===== src/rtl/servo_pwm_bank.sv =====
// Multi-channel servo PWM generator: one shared frame counter, per-channel clamped
// shadow widths that are committed only at frame boundaries so pulses never glitch.
module servo_pwm_bank #(
  parameter int unsigned NUM_CH    = 4,
  parameter int unsigned CNT_W     = 32,
  parameter int unsigned PERIOD    = 1000000,
  parameter int unsigned MIN_PULSE = 50000,
  parameter int unsigned MAX_PULSE = 100000,
  parameter int unsigned CH_W      = (NUM_CH > 1) ? $clog2(NUM_CH) : 1
) (
  input  logic              clock_clk,
  input  logic              reset_low,
  input  logic              wr_en,
  input  logic [CH_W-1:0]   wr_ch,
  input  logic [CNT_W-1:0]  wr_data,
  input  logic [NUM_CH-1:0] ch_enable,
  output logic [NUM_CH-1:0] pwm_out,
  output logic              frame_start,
  output logic [NUM_CH-1:0] pending
);

  localparam logic [CNT_W-1:0] LAST_CNT = CNT_W'(PERIOD - 1);
  localparam logic [CNT_W-1:0] MIN_W    = CNT_W'(MIN_PULSE);
  localparam logic [CNT_W-1:0] MAX_W    = CNT_W'(MAX_PULSE);

  // Zero parks the channel low; any other request is forced into the safe servo range.
  function automatic logic [CNT_W-1:0] clamp_width(input logic [CNT_W-1:0] w);
    if (w == '0)
      return '0;
    else if (w < MIN_W)
      return MIN_W;
    else if (w > MAX_W)
      return MAX_W;
    else
      return w;
  endfunction

  logic [CNT_W-1:0]  cnt_p0;
  logic [CNT_W-1:0]  shadow [NUM_CH];
  logic [CNT_W-1:0]  active [NUM_CH];
  logic [NUM_CH-1:0] en_lat;
  logic              frame_end;
  logic              wr_valid;

  assign frame_end = (cnt_p0 == LAST_CNT);
  assign wr_valid  = wr_en && (32'(wr_ch) < NUM_CH);

  // Stage p0: free-running frame counter
  always_ff @(posedge clock_clk or negedge reset_low) begin
    if (!reset_low)
      cnt_p0 <= '0;
    else if (frame_end)
      cnt_p0 <= '0;
    else
      cnt_p0 <= cnt_p0 + CNT_W'(1);
  end

  // A write landing in the commit cycle is ordered after the commit, so it waits a frame.
  always_ff @(posedge clock_clk or negedge reset_low) begin
    if (!reset_low) begin
      pending <= '0;
      en_lat  <= '0;
      for (int i = 0; i < NUM_CH; i++) begin
        shadow[i] <= '0;
        active[i] <= '0;
      end
    end else begin
      if (frame_end) begin
        for (int i = 0; i < NUM_CH; i++) begin
          if (pending[i])
            active[i] <= shadow[i];
        end
        en_lat  <= ch_enable;
        pending <= '0;
      end
      if (wr_valid) begin
        shadow[wr_ch]  <= clamp_width(wr_data);
        pending[wr_ch] <= 1'b1;
      end
    end
  end

  // Stage p1: registered pulse outputs and frame marker
  always_ff @(posedge clock_clk or negedge reset_low) begin
    if (!reset_low) begin
      pwm_out     <= '0;
      frame_start <= 1'b0;
    end else begin
      for (int i = 0; i < NUM_CH; i++)
        pwm_out[i] <= en_lat[i] && (cnt_p0 < active[i]);
      frame_start <= (cnt_p0 == '0);
    end
  end

endmodule


===== config.mk =====
export PLATFORM = sky130hd
export DESIGN_NAME = servo_pwm_bank
export DESIGN_NICKNAME = d
export VERILOG_FILES = /design/src/rtl/servo_pwm_bank.sv
export SDC_FILE = /design/constraint.sdc
export NUM_CORES = 1
export LEC_CHECK = 0
export BUFFER_PORTS_ARGS = -buffer_cell sky130_fd_sc_hd__buf_4
export CAP_MARGIN = 10
export CORE_MARGIN = 4
export CORE_UTILIZATION = 26
export DETAILED_ROUTE_END_ITERATION = 8
export REMOVE_ABC_BUFFERS = 1
export SETUP_SLACK_MARGIN = 0.2
export SYNTH_ARGS = -nofsm -noshare
export SYNTH_HDL_FRONTEND = slang
export SYNTH_SLANG_ARGS = --single-unit

===== constraint.sdc =====
create_clock -name clock_clk -period 2.6 [get_ports clock_clk]
set_clock_uncertainty 0.05 [all_clocks]
set_input_delay 0.52 -clock clock_clk [delete_from_list [all_inputs] [get_ports clock_clk]]
set_output_delay 0.52 -clock clock_clk [all_outputs]
set_load 0.01 [all_outputs]

# After elaboration in Yosys (flattened, before gate mapping)
# Index checks and enable logic that the tools add are counted.
[totals] regBits=301 word_cells=51 latchBits=0 output_inout_bits=9 romBits=0 memories=0 in_bits=41 ramBits=0
[classes] mul=0 mux=12 n_addsub=1 div=0 shift=0 reduce_logical=12 eq_ne=1 magnitude_cmp=10 bitwise=2
[op_table] cell="32-bit 2-to-1 mux" n=6
[op_table] cell="128-bit bitwise mux" n=1
[op_table] cell="32-bit < comparator" n=4
[op_table] cell="32-bit demux with 2-bit select" n=1
[op_table] cell="32-bit logical NOT" n=2
[op_table] cell="32-bit by 1-bit adder with 32-bit output, second input constant" n=1
[op_table] cell="32-bit by 20-bit equality test with 1-bit output, second input constant" n=1
[op_table] cell="32-bit by 17-bit > comparator with 1-bit output, second input constant" n=1
[op_table] cell="32-bit by 16-bit < comparator with 1-bit output, second input constant" n=1
[op_table] cell="4-bit 2-to-1 mux" n=2
[op_table] cell="2-bit AND reduction" n=4
[op_table] cell="1-bit logical AND" n=6
[op_table] cell="4-bit OR" n=1
[op_table] cell="3-bit >= comparator, second input constant" n=1
[op_table] cell="2-bit by 3-bit < comparator with 1-bit output, second input constant" n=1
[op_table] cell="3-bit by 1-bit < comparator with 1-bit output, second input constant" n=1
[op_table] cell="2-bit inverter with 3-bit output" n=1
[op_table] cell="1-bit demux with 2-bit select" n=1
[op_table] cell="2-bit by 1-bit >= comparator with 1-bit output, second input constant" n=1
[op_table] cell="1-bit 2-to-1 mux" n=1

# Longest topological paths before layout
[depth] ltp_word=6 ltp_mapped=7 ltp_nobuf=7

# Worst setup path after synthesis
# Ideal clock, no wire load.
[synth_timing] kind="register -> register" from="register cnt_p0[1]" to="register en_lat[0]" setup_slack_ns=0.575 arrival_time_ns=1.850 period_less_slack_ns=2.025 stages_incl_launch_ff=7 path_buffers=1 t_required_ns=2.425 setup_time_ns=0.125 path_cell_list="dfrtp_1 > ha_1 > nand3_1 > nor2_1 > and4bb_4 > buf_2 > mux2_2"
[synth_between] elab_chain_len=1
[synth_lines] element="start: declaration" line_no="38" rtl="logic [CNT_W-1:0] cnt_p0;"
[synth_lines] element="start signal: assignment" line_no="55" rtl="cnt_p0 <= cnt_p0 + CNT_W'(1);"
[synth_lines] element="32-bit by 20-bit equality test with 1-bit output" line_no="45" rtl="assign frame_end = (cnt_p0 == LAST_CNT);"
[synth_lines] element="end signal: assignment" line_no="73" rtl="en_lat <= ch_enable;"
[synth_lines] element="end: declaration" line_no="41" rtl="logic [NUM_CH-1:0] en_lat;"
# No other way between the ends.
# A chain may end at the register's enable or synchronous reset.

# Final worst setup path
[layout_timing] from="register cnt_p0[27]" to="register active[37] (netlist bit)"
[layout_between] elab_chain_len=2
[layout_lines] element="32-bit by 20-bit equality test with 1-bit output" line_no="45"
[layout_lines] element="2-bit AND reduction (no line)"
[layout_lines] element="end signal: indexed assignment" line_no="71" rtl="active[i] <= shadow[i];"
[layout_lines] element="end: declaration" line_no="40" rtl="logic [CNT_W-1:0] active [NUM_CH];"
# No other way between the ends.

==> impl_metrics.yaml <==
clock_network:
  clkTransAtPathRegs_ns: 0.06
  cts_root_buf: "clkbuf_16"
  cts_tree: "yes"
  numCtsBuffers: 31
  numClockSinks: 301
  clock_path_buffers: 3
  clk_latency_ns: 0.56
  h-tree-depth: 1
floorplanning:
  rows: 87
  die_area_sq_um: 61200
  num_io_pins: 50
  fp.dieH_um: 247
  core_sq_um: 56600
  start_util: 0.263
  die_w_um: 247
routing:
  vias: 10100
  post-route-drc-count: 0
  vias_per_cell: 4.61
  post_drt_wl_per_cell_um: 16.4
  first_pass_iters: 5
  drt-total-wl_um: 36100
  drtIter0Drc: 746
  drt.antenna.violating_nets: 0
critical_path:
  worstSetupPathType: "reg2reg"
  cp.arrival_ns: 2.68
  r2r_cells: 7
  critPathRequiredTime_ns: 2.99
  worst-path-max-fanout: 32
  critPathLaunchType: "register"
  cp-end-kind: "register"
global_route:
  grt_antenna_before_repair: 0
  grtUsageTotal: 0.119
  grt_pass1_wl_um: 58800
  grt_pass1_vias: 10700
  overflow: 0
  grt_max_degree: 63
yosys:
  synth.distinct_cells: 58
  synthArstFlopShare: 1.00
  synth_edf_count: 0
  ys_ff_latch: 301
  ys_seq_area_frac: 0.506
  syn_area_per_cell_sq_um: 11.3
  syn_area_sq_um: 14900
  yosysWarnings: 0
  syn_inst: 1320
  synthFlopType: "dfrtp_1"
sta:
  fmax_mhz: 436
  tns_ns: 0
  setup_violations: 0
  rsz0062_at_grt: "true"
  fin_ws_ns: 0.309
  slew_headroom: 0.306
  tightest_slew_ns: 1.04
  hold_viol: 0
  min_period_ns: 2.29
  slew_violations: 0
  post-route-period-util: 0.881
pwr:
  ir_drop_mv: 0.494
  seqPwrFrac: 0.510
  power.net_switching_mw: 2.14
  swShare: 0.226
  power.density_nw_per_um2: 540
  p_int_mw: 7.33
  combPwrFrac: 0.038
  leakage_nw: 8.24
  clkPwrFrac: 0.452
placed_design:
  gp_congestion: 0.887
  io_buffers: 49
  postPlaceCellArea_sq_um: 16400
  dp_cells: 2138
  place_ws_ns: 0.107
  dp_hpwl_um: 26200
layout:
  final_util: 0.310
  drive_gt1_frac: 0.215
  num_antenna_cells: 0
  syn2layout_area_growth_pct: 17.7
  regArea_sq_um: 7530
  nets: 1588
  instances_no_fill: 2200
  final_area_sq_um: 17500
  multi_input_area_sq_um: 6630
  fillerInstances: 5801
worst_hold_path:
  hp-class: "in2reg"
  hold_depth: 2
job:
  maxCapViolCount: 0
status:
  status: "complete, no violations"
-- Yosys cell counts, types with 11 or more instances --
master    count  share of area
a21oi_1      54          0.018
o21ai_1      20         0.0067
mux2_4       34          0.034
mux2_2       98          0.074
nor2b_1      11         0.0046
a211oi_1     18         0.0091
a22o_1       12         0.0071
xnor2_1      17          0.010
nor2_1       64          0.016
nand4_1      51          0.021
nor4_1       18         0.0076
xor2_1       13         0.0076
ha_1        126           0.11
o21ai_0      35          0.012
nand2_1      78          0.020
and2_1       60          0.025
clkbuf_1     21         0.0053
buf_6        12         0.0091
dfrtp_1     301           0.51
inv_1       137          0.035
nand3_1      28         0.0094
nor3_1       13         0.0044
-- power groups by stage --
stage                     sequential [mW]  clock, mW  combinational, mW
after floorplan                      4.88          0              0.125
after global routing                 4.84       4.60              0.408
final                                4.83       4.28              0.358
after detailed placement             4.92          0              0.365
after CTS                            4.83       4.41              0.367
after global placement               4.91          0              0.354
-- stage by stage --
step / hold WS (ns) / total power, mW
floorplan: 0.174 / 5.00
global placement: 0.409 / 5.27
detailed placement: 0.417 / 5.28
CTS: 0.109 / 9.60
global route: 0.119 / 9.84
finish: 0.141 / 9.47
-- path summary, 6_finish.rpt --
check / end / from / slack (ns)
max: active[37]$_DFFE_PN0P_ / cnt_p0[27]$_DFF_PN0_ / 0.31
min: en_lat[2]$_DFFE_PN0N_ / ch_enable[2] / 0.14
max reg2reg: active[37]$_DFFE_PN0P_ / cnt_p0[27]$_DFF_PN0_ / 0.31
min reg2reg: shadow[112]$_DFFE_PN0P_ / shadow[112]$_DFFE_PN0P_ / 0.42
max in group asynchronous: active[1]$_DFFE_PN0P_ / reset_low / 1.35
min in group asynchronous: shadow[30]$_DFFE_PN0P_ / reset_low / 0.46
-- worst max-delay path, cell delays in order (launching register included) --
cell and delay, ns:
dfrtp_1 0.39, nor4_2 0.31, nand3_1 0.16, and4bb_4 0.51, buf_4 0.17, nand2_4 0.05
buf_12 0.17, mux2_4 0.32
-- cell families after synthesis --
group                    Yosys count  share of synthesized area
AND/OR/NAND/NOR                  371                      0.135
XOR/XNOR                          30                     0.0176
flip-flops                       301                      0.506
adder cells (fa/ha/maj)          126                      0.106
multiplexers                     132                      0.108
AO/OA/AOI/OAI                    180                     0.0758
buffers and inverters            180                     0.0521
-- registers in the layout, indices dropped and copies added (netlist names) --
| name | cells |
|---|---|
| shadow | 128 |
| pending | 4 |
| pwm_out | 4 |
| active | 128 |
| frame_start | 1 |
| en_lat | 4 |
| cnt_p0 | 32 |
-- layout make-up --
class,count,share of cell area
sequential,301,0.430
inverter,137,0.0293
multi-input combinational,839,0.378
clock buffer,45,0.0524
tap,756,0.0540
clock inverter,11,0.00357
timing repair buffer,111,0.0531
-- timing repair --
action,CTS,global route
buffers inserted,0,5
setup endpoints to repair,1,88
resized for setup,2,5
pin swaps,0,2
hold buffers,1,0
hold endpoints to repair,53,0
-- routing by layer --
metal	vias up	part of all wire	GRT usage
met5	-	0	0
met4	0	0.025	0.0277
met3	59	0.042	0.0169
met2	203	0.46	0.195
met1	5054	0.48	0.168
li1	4823	-	-
-- cell usage in the layout (no fill, tap or decap), types with 13 or more instances in the layout --
master,netlist,final
nor2_1,64,64
nand3_1,28,28
nor3_1,13,13
nand4_1,51,51
buf_4,0,102
and2_1,60,60
a211oi_1,18,18
nor4_1,18,15
ha_1,126,126
mux2_4,34,34
a21oi_1,54,54
inv_1,137,137
mux2_2,98,98
clkbuf_16,0,31
xor2_1,13,13
o21ai_1,20,20
dfrtp_1,301,300
xnor2_1,17,17
o21ai_0,35,35
nand2_1,78,78
(Power assumes the default switching activity.)
